$ cat config.mk
export PLATFORM = sky130hd
export DESIGN_NAME = fp_norm_ctrl
export DESIGN_NICKNAME = d
export VERILOG_FILES = /design/src/rtl/fp_norm_ctrl.sv
export SDC_FILE = /design/constraint.sdc
export NUM_CORES = 1
export LEC_CHECK = 0
export CAP_MARGIN = 20
export CORE_UTILIZATION = 24
export CTS_CLUSTER_DIAMETER = 50
export DETAILED_ROUTE_END_ITERATION = 8
export HOLD_SLACK_MARGIN = 0.12
export REMOVE_ABC_BUFFERS = 1
export SETUP_SLACK_MARGIN = 0.5
export SLEW_MARGIN = 20
export SYNTH_ARGS = -nofsm -noshare
export SYNTH_HDL_FRONTEND = slang
export SYNTH_SLANG_ARGS = --single-unit
export TNS_END_PERCENT = 10
$ cat constraint.sdc
create_clock -name clk -period 4.1 [get_ports clk]
set_input_delay 0.82 -clock clk [delete_from_list [all_inputs] [get_ports clk]]
set_output_delay 0.82 -clock clk [all_outputs]
set_load 0.005 [all_outputs]
$ cat src/rtl/fp_norm_ctrl.sv
// Floating-point mantissa normalizer: leading-zero count, exponent-clamped left shift,
// and a valid/ready handshake around a four-state control FSM.

module fp_lshift #(
    parameter int SHIFTWIDTH = 5,
    parameter int DATAWIDTH  = 23
) (
    input  logic [DATAWIDTH-1:0]  val,
    input  logic [SHIFTWIDTH-1:0] count,
    output logic [DATAWIDTH-1:0]  result
);

    // Logarithmic barrel shifter: stage g shifts by 2**g when count[g] is set.
    logic [DATAWIDTH-1:0] stage [SHIFTWIDTH+1];

    assign stage[0] = val;

    for (genvar g = 0; g < SHIFTWIDTH; g++) begin : g_stage
        assign stage[g+1] = count[g] ? (stage[g] << (2**g)) : stage[g];
    end

    assign result = stage[SHIFTWIDTH];

endmodule

module fp_norm_ctrl #(
    parameter int DATAWIDTH  = 23,
    parameter int SHIFTWIDTH = 5,
    parameter int EXPWIDTH   = 8
) (
    input  logic                 clk,
    input  logic                 rst_n,
    input  logic                 in_valid,
    output logic                 in_ready,
    input  logic [DATAWIDTH-1:0] in_mant,
    input  logic [EXPWIDTH-1:0]  in_exp,
    output logic                 out_valid,
    input  logic                 out_ready,
    output logic [DATAWIDTH-1:0] out_mant,
    output logic [EXPWIDTH-1:0]  out_exp,
    output logic                 out_zero,
    output logic                 out_denorm,
    output logic                 busy
);

    typedef enum logic [1:0] {IDLE, LZC, SHIFT, HOLD} state_t;

    state_t                state_q, state_d;

    logic [DATAWIDTH-1:0]  mant_q, mant_d;
    logic [EXPWIDTH-1:0]   exp_q, exp_d;
    logic [SHIFTWIDTH-1:0] sh_q, sh_d;
    logic                  denorm_q, denorm_d;
    logic                  zero_q, zero_d;

    logic [DATAWIDTH-1:0]  out_mant_q, out_mant_d;
    logic [EXPWIDTH-1:0]   out_exp_q, out_exp_d;
    logic                  out_zero_q, out_zero_d;
    logic                  out_denorm_q, out_denorm_d;

    logic [SHIFTWIDTH-1:0] lz;
    logic [DATAWIDTH-1:0]  shift_result;

    fp_lshift #(
        .SHIFTWIDTH (SHIFTWIDTH),
        .DATAWIDTH  (DATAWIDTH)
    ) u_lshift (
        .val    (mant_q),
        .count  (sh_q),
        .result (shift_result)
    );

    // NOTE: sequential state uses non-blocking assignments so every flop samples pre-edge values.
    always_ff @(posedge clk or negedge rst_n) begin
        if (!rst_n) begin
            state_q <= IDLE;
        end else begin
            state_q <= state_d;
        end
    end

    // NOTE: every combinational output gets a default first so no latch is inferred.
    always_comb begin
        state_d = state_q;
        case (state_q)
            IDLE:    if (in_valid) state_d = LZC;
            LZC:     state_d = SHIFT;
            SHIFT:   state_d = HOLD;
            HOLD:    if (out_ready) state_d = IDLE;
            default: state_d = IDLE;
        endcase
    end

    always_comb begin
        in_ready  = (state_q == IDLE);
        out_valid = (state_q == HOLD);
        busy      = (state_q != IDLE);
    end

    // Priority search from the MSB; a zero mantissa leaves lz at 0 and is flagged separately.
    always_comb begin
        logic found;
        lz    = '0;
        found = 1'b0;
        for (int i = DATAWIDTH - 1; i >= 0; i--) begin
            if (!found && mant_q[i]) begin
                lz    = SHIFTWIDTH'(DATAWIDTH - 1 - i);
                found = 1'b1;
            end
        end
    end

    always_comb begin
        mant_d       = mant_q;
        exp_d        = exp_q;
        sh_d         = sh_q;
        denorm_d     = denorm_q;
        zero_d       = zero_q;
        out_mant_d   = out_mant_q;
        out_exp_d    = out_exp_q;
        out_zero_d   = out_zero_q;
        out_denorm_d = out_denorm_q;
        case (state_q)
            IDLE: begin
                if (in_valid) begin
                    mant_d = in_mant;
                    exp_d  = in_exp;
                end
            end
            LZC: begin
                zero_d = (mant_q == '0);
                if (mant_q == '0) begin
                    sh_d     = '0;
                    denorm_d = 1'b0;
                end else if (int'(lz) > int'(exp_q)) begin
                    // Exponent runs out before the leading one reaches the MSB.
                    sh_d     = SHIFTWIDTH'(exp_q);
                    denorm_d = 1'b1;
                end else begin
                    sh_d     = lz;
                    denorm_d = 1'b0;
                end
            end
            SHIFT: begin
                out_mant_d   = shift_result;
                out_exp_d    = zero_q ? '0 : exp_q - EXPWIDTH'(sh_q);
                out_zero_d   = zero_q;
                out_denorm_d = denorm_q;
            end
            default: ;
        endcase
    end

    // NOTE: captured operand and result registers are reset so an aborted operand leaves no trace.
    always_ff @(posedge clk or negedge rst_n) begin
        if (!rst_n) begin
            mant_q       <= '0;
            exp_q        <= '0;
            sh_q         <= '0;
            denorm_q     <= 1'b0;
            zero_q       <= 1'b0;
            out_mant_q   <= '0;
            out_exp_q    <= '0;
            out_zero_q   <= 1'b0;
            out_denorm_q <= 1'b0;
        end else begin
            mant_q       <= mant_d;
            exp_q        <= exp_d;
            sh_q         <= sh_d;
            denorm_q     <= denorm_d;
            zero_q       <= zero_d;
            out_mant_q   <= out_mant_d;
            out_exp_q    <= out_exp_d;
            out_zero_q   <= out_zero_d;
            out_denorm_q <= out_denorm_d;
        end
    end

    assign out_mant   = out_mant_q;
    assign out_exp    = out_exp_q;
    assign out_zero   = out_zero_q;
    assign out_denorm = out_denorm_q;

endmodule

==> impl_metrics.json, run 1 <==
{
  "fin_nets": 549,
  "first_iter_violations": 234,
  "layoutNonFillerInstCount": 733,
  "totalWireLength_um": 11280,
  "hold_viol": 0,
  "clk_path_buf_depth": 2,
  "synth_top_cell_by_area": "dfrtp_1",
  "cts_setup_buffers": 0,
  "setup_viol_count_final": 0,
  "worstMarginPinSlew_ns": 0.7561,
  "synth-edff-count": 0,
  "antenna_found_initial": 0,
  "cp.arrival_ns": 3.56,
  "netlist_area_mm2": 0.004408,
  "port_buffers": 70,
  "hold_slack_ns": 0.4883,
  "clk_latency_ns": 0.34,
  "dieArea_mm2": 0.01891,
  "synth_seq_cells": 73,
  "drive_above_1_share_pct": 16.47,
  "place_congestion": 0.8454,
  "cts_made_buffers": 9,
  "dp.cells": 717,
  "startpoint_type": "register",
  "clk_pin_slew_ns": 0.06,
  "rsz0062_at_grt": "false",
  "p_leak_uw": 0.002351,
  "max_freq_ghz": 0.3014,
  "final_common_cell": "dfrtp_1",
  "die_w_um": 137.5,
  "drc": 0,
  "cts_hold_buf": 0,
  "cts_tree": "built",
  "finalCriticalPeriod_ns": 3.317,
  "nFillCells": 1829,
  "layout_common_cells": "73 x dfrtp_1, 69 x clkdlybuf4s50_1, 51 x mux2_2",
  "dp_hpwl_um": 8539,
  "syn_area_per_cell_um2": 10.06,
  "maxCapViolCount": 0,
  "cp.required_ns": 4.34,
  "num_antenna_cells": 0,
  "final.setup_skew_ns": 0.008441,
  "grt_max_degree": 41,
  "post_cts_resized": 0,
  "die-height_um": 137.5,
  "powerDensity_mw_per_mm2": 840.7,
  "synth.area.top_cells": "dfrtp_1 41%, mux2_2 13%, mux2i_1 4.3%",
  "end_kind": "register",
  "tns_ns": 0,
  "synthFlopType": "dfrtp_1",
  "overflow": 0,
  "pin_count": 71,
  "status": "finished, final reports clean",
  "grt_use_total_pct": 12.58,
  "drt-pass1-iter-count": 4,
  "ys_seq_area_share_pct": 41.44,
  "synthDistinctLibCells": 48,
  "viasPerCell": 4.778,
  "core_area_mm2": 0.01796,
  "crit_fanout": 10,
  "initial_utilization_pct": 24.54,
  "slew_headroom_pct": 49.59,
  "wl_per_cell_um": 15.39,
  "fin_crit_sh_pct": 80.91,
  "route.vias.total": 3502,
  "maxSlewViolCount": 0,
  "critPathKind": "reg -> reg",
  "synthCells": 438,
  "cts_sinks": 73,
  "ff2ff_setup_slack_ns": 0.78,
  "area_delta_synth_final_pct": 27.62,
  "ant_nets": 0,
  "clock-root-buffer": "clkbuf_16",
  "async_reset_ff_share_pct": 100.0,
  "yosysTopAreaCellShare_pct": 41.44,
  "ir_drop_mv": 0.2779,
  "synth_warnings": 0,
  "pre_cts_slack_ns": 0.8497,
  "num_rows": 49,
  "total_power_uw": 4729,
  "grt_pass1_vias": 3496,
  "hold_class": "reg -> reg",
  "postLayoutSetupSlackWorst_ns": 0.7825,
  "grt_pass1_wl_um": 18150,
  "h-tree-depth": 3
}
per-layer routing:
layer	track usage [%]	vias up	wire length, µm
li1	-	1710	-
met1	16.79	1688	5300
met2	19.65	92	5199
met5	0	-	0
met4	6.349	0	163
met3	1.950	12	616
logic make-up after synthesis:
| group | synth area share (%) |
|---|---|
| adders and majority gates | 4.428 |
| xor gates and xnor gates | 1.192 |
| DFF | 41.44 |
| and+or+nand+nor | 11.38 |
| muxes | 22.20 |
| AOI/OAI and AO/OA | 13.40 |
| buffers and inverters | 5.961 |
registers in the layout, summed over array words and instances, names as in the netlist, 2 cells and up:
name	count
out_exp	8
sh_q	5
exp_q	8
mant_q	23
out_mant	23
state_q	2
synthesized netlist by cell type (all sizes together), types with 8 or more instances:
library cell  instances
nand3                13
clkbuf               17
mux2                 51
inv                  43
a21oi                20
buf                   8
ha                   14
mux2i                19
mux4                  9
o22ai                20
nand2                29
o21ai                19
nor3                  9
dfrtp                73
nor2                 28
worst paths after layout:
kind / depth (start not counted) / start / to
max in group asynchronous: 2 / rst_n / out_denorm$_DFFE_PN0P_
hold reg to reg: 1 / out_mant[21]$_DFFE_PN0P_ / out_mant[21]$_DFFE_PN0P_
hold / removal: 1 / out_mant[21]$_DFFE_PN0P_ / out_mant[21]$_DFFE_PN0P_
setup reg to reg: 10 / mant_q[14]$_DFFE_PN0P_ / sh_q[2]$_DFFE_PN0N_
setup / recovery: 10 / mant_q[14]$_DFFE_PN0P_ / sh_q[2]$_DFFE_PN0N_
min in group asynchronous: 1 / rst_n / out_mant[20]$_DFFE_PN0P_
power by group:
part / total (µW) / switching [µW] / internal (µW) / leakage (µW)
logic: 2500 / 1200 / 1300 / 0.00131
clock network: 763 / 305 / 458 / 0.000145
registers: 1460 / 401 / 1060 / 0.000892
critical path, stage by stage (launching register included):
cell,delay (ns)
dfrtp_1,0.45
or4_1,0.58
or4_4,0.51
o32ai_2,0.25
nor3_1,0.11
ha_1,0.18
nand4b_1,0.16
nand3_1,0.08
o2111ai_1,0.35
nor2b_1,0.27
o32ai_1,0.28
through the flow:
stage	area [µm²]	utilization, %
after floorplan	4307	-
after global placement	5326	29.65
after detailed placement	5326	29.65
after CTS	5619	31.28
after global routing	5625	31.32
final	5625	31.32
final cells by class:
class	count	area [µm²]	area share, %
tap	229	286.5	5.093
sequential	73	1827	32.47
clock inverter	4	26.28	0.4671
inverter	43	161.4	2.869
timing repair buffer	75	733.2	13.03
clock buffer	12	266.5	4.738
multi-input combinational	297	2325	41.33
No activity file was read; power rests on OpenSTA's default activity.
==> inputs of run 2 (changes only) <==
==> constraint.sdc (replaced) <==
create_clock -name clk -period 2.7 [get_ports clk]
set_input_delay 0.54 -clock clk [delete_from_list [all_inputs] [get_ports clk]]
set_output_delay 0.54 -clock clk [all_outputs]
set_load 0.005 [all_outputs]
==> run 2 against run 1 <==
The run now ends with negative setup slack left; fmax rose by 14%; critical path depth did not move; wire length increased by 3.5%; sequential power increased by 41%; final cell count is 4.5% higher; final area up 6.1%; worst setup slack lost 1.0 ns; register-to-register slack worse by 1.0 ns; utilization rose by 1.9 points; critical path type unchanged; critical endpoint is now denorm_q$_DFFE_PN0N_; largest cell class unchanged.
==> impl_metrics.json, run 2 (same netlist as run 1, synthesis figures left out) <==
{
  "grt_pass1_vias": 3654,
  "first_iter_violations": 235,
  "ant_nets": 0,
  "p_leak_uw": 0.002521,
  "p_sw_uw": 2980,
  "route.vias.total": 3660,
  "die-height_um": 137.5,
  "finalCriticalPeriod_ns": 2.919,
  "hold_class": "in -> async",
  "maxCapViolCount": 0,
  "wl_per_cell_um": 15.24,
  "num_rows": 49,
  "power_frac_clock_pct": 14.3,
  "pin_count": 71,
  "antenna_found_initial": 0,
  "totalWireLength_um": 11670,
  "place_congestion": 0.8965,
  "critPathKind": "reg -> reg",
  "setup_viol_count_final": 6,
  "hold_slack_ns": 0.1594,
  "grt_use_total_pct": 12.88,
  "cts_sinks": 73,
  "worstMarginPinSlew_ns": 0.5925,
  "hold_viol": 0,
  "layoutNonFillerInstCount": 766,
  "status": "complete, but fails checks",
  "maxSlewViolCount": 0,
  "fin_crit_sh_pct": 108.1,
  "p_int_uw": 4566,
  "num_antenna_cells": 0,
  "drive_above_1_share_pct": 24.21,
  "h-tree-depth": 3,
  "p_seq_share_pct": 27.2,
  "core_area_mm2": 0.01796,
  "clock-root-buffer": "clkbuf_16",
  "rsz0062_at_grt": "true",
  "slew_headroom_pct": 60.42,
  "fin_nets": 584,
  "max_freq_ghz": 0.3426,
  "dieArea_mm2": 0.01891,
  "grt_pass1_wl_um": 18660,
  "final_common_cell": "dfrtp_1",
  "cts_made_buffers": 9,
  "initial_utilization_pct": 24.54,
  "end_kind": "register",
  "cp.arrival_ns": 3.14,
  "tns_ns": -1.068,
  "cp.required_ns": 2.92,
  "clk_pin_slew_ns": 0.05,
  "ir_drop_mv": 0.4694,
  "cts_tree": "built",
  "clk_latency_ns": 0.34,
  "dp_hpwl_um": 9058,
  "startpoint_type": "register",
  "postLayoutSetupSlackWorst_ns": -0.2185,
  "cts_hold_buf": 0,
  "combPwrFrac_pct": 58.5,
  "drt-pass1-iter-count": 4,
  "utilization_pct": 33.23,
  "p_sw_share_pct": 39.49,
  "crit_fanout": 6,
  "viasPerCell": 4.778,
  "final.setup_skew_ns": 0.004912,
  "drc": 0,
  "clk_path_buf_depth": 2,
  "powerDensity_mw_per_mm2": 1264,
  "area_delta_synth_final_pct": 35.42,
  "dp.cells": 751,
  "violations": "negative setup slack",
  "layout_common_cells": "73 x dfrtp_1, 69 x clkdlybuf4s50_1, 51 x mux2_2",
  "die_w_um": 137.5,
  "grt_max_degree": 44,
  "overflow": 0,
  "total_power_uw": 7546,
  "port_buffers": 70
}
==> run 2: cell type report <==
class                   count  area, µm²
clock buffers              14      264.0
fillers                  1838      11990
inverters                  43      161.4
multi-input cells         297       2419
flip-flops and latches     73       1827
well taps                 229      286.5
repair buffers            110       1012
==> run 2: per-layer routing <==
metal,GRT usage (%),up-vias,share of wire (%)
met2,20.74,88,47
met5,0,-,0
li1,-,1776,-
met4,5.250,0,1.7
met1,16.47,1778,46
met3,3.054,18,5.9
==> run 2: power by group through the flow <==
stage / registers [µW] / logic (µW) / clock network (µW)
floorplan: 2140 / 2490 / 0
global placement: 2030 / 4200 / 0
detailed placement: 2060 / 4310 / 0
CTS: 2060 / 4390 / 1110
global route: 2130 / 4870 / 1160
finish: 2060 / 4410 / 1080
==> run 2: metrics by stage <==
stage,instance area (µm²),setup slack (ns)
floorplan,4307,-0.3003
global placement,5594,-0.1765
detailed placement,5594,-0.2811
CTS,5929,-0.1942
global route,5969,-0.3167
finish,5969,-0.2185
==> run 2: path summary, 6_finish.rpt <==
| path | startpoint | endpoint | slack, ns | cells after the start |
|---|---|---|---|---|
| min in group clk | out_mant[20]$_DFFE_PN0P_ | out_mant[20]$_DFFE_PN0P_ | 0.48 | 1 |
| max in group asynchronous | rst_n | exp_q[6]$_DFFE_PN0P_ | 1.74 | 2 |
| hold / removal | rst_n | out_mant[4]$_DFFE_PN0P_ | 0.16 | 1 |
| setup / recovery | mant_q[11]$_DFFE_PN0P_ | denorm_q$_DFFE_PN0N_ | -0.22 | 10 |
| hold reg to reg | out_mant[20]$_DFFE_PN0P_ | out_mant[20]$_DFFE_PN0P_ | 0.48 | 1 |
| setup reg to reg | mant_q[11]$_DFFE_PN0P_ | denorm_q$_DFFE_PN0N_ | -0.22 | 10 |
==> run 2: critical path, stage by stage (launching register included) <==
cell,delay [ns]
dfrtp_1,0.37
or4_4,0.54
or4_4,0.52
o32ai_4,0.27
nor3_2,0.08
ha_2,0.34
nand3_2,0.07
o2111ai_2,0.12
buf_6,0.19
nor2_4,0.04
mux2_2,0.27
==> run 2: what timing repair did <==
action	CTS	global route
endpoints found under the hold margin	0	0
pin swaps	12	8
gates resized for setup	15	7
endpoints found under the setup margin	10	21
buffers inserted	1	0
==> inputs of run 3 (changes only) <==
--- a/config.mk
+++ b/config.mk
@@ -7,7 +7,6 @@
 export LEC_CHECK = 0
 export CAP_MARGIN = 20
 export CORE_UTILIZATION = 24
-export CTS_CLUSTER_DIAMETER = 50
 export DETAILED_ROUTE_END_ITERATION = 8
 export HOLD_SLACK_MARGIN = 0.12
 export REMOVE_ABC_BUFFERS = 1
==> results of run 3 <==
Final layout, timing and power as in run 2 (identical DEF).
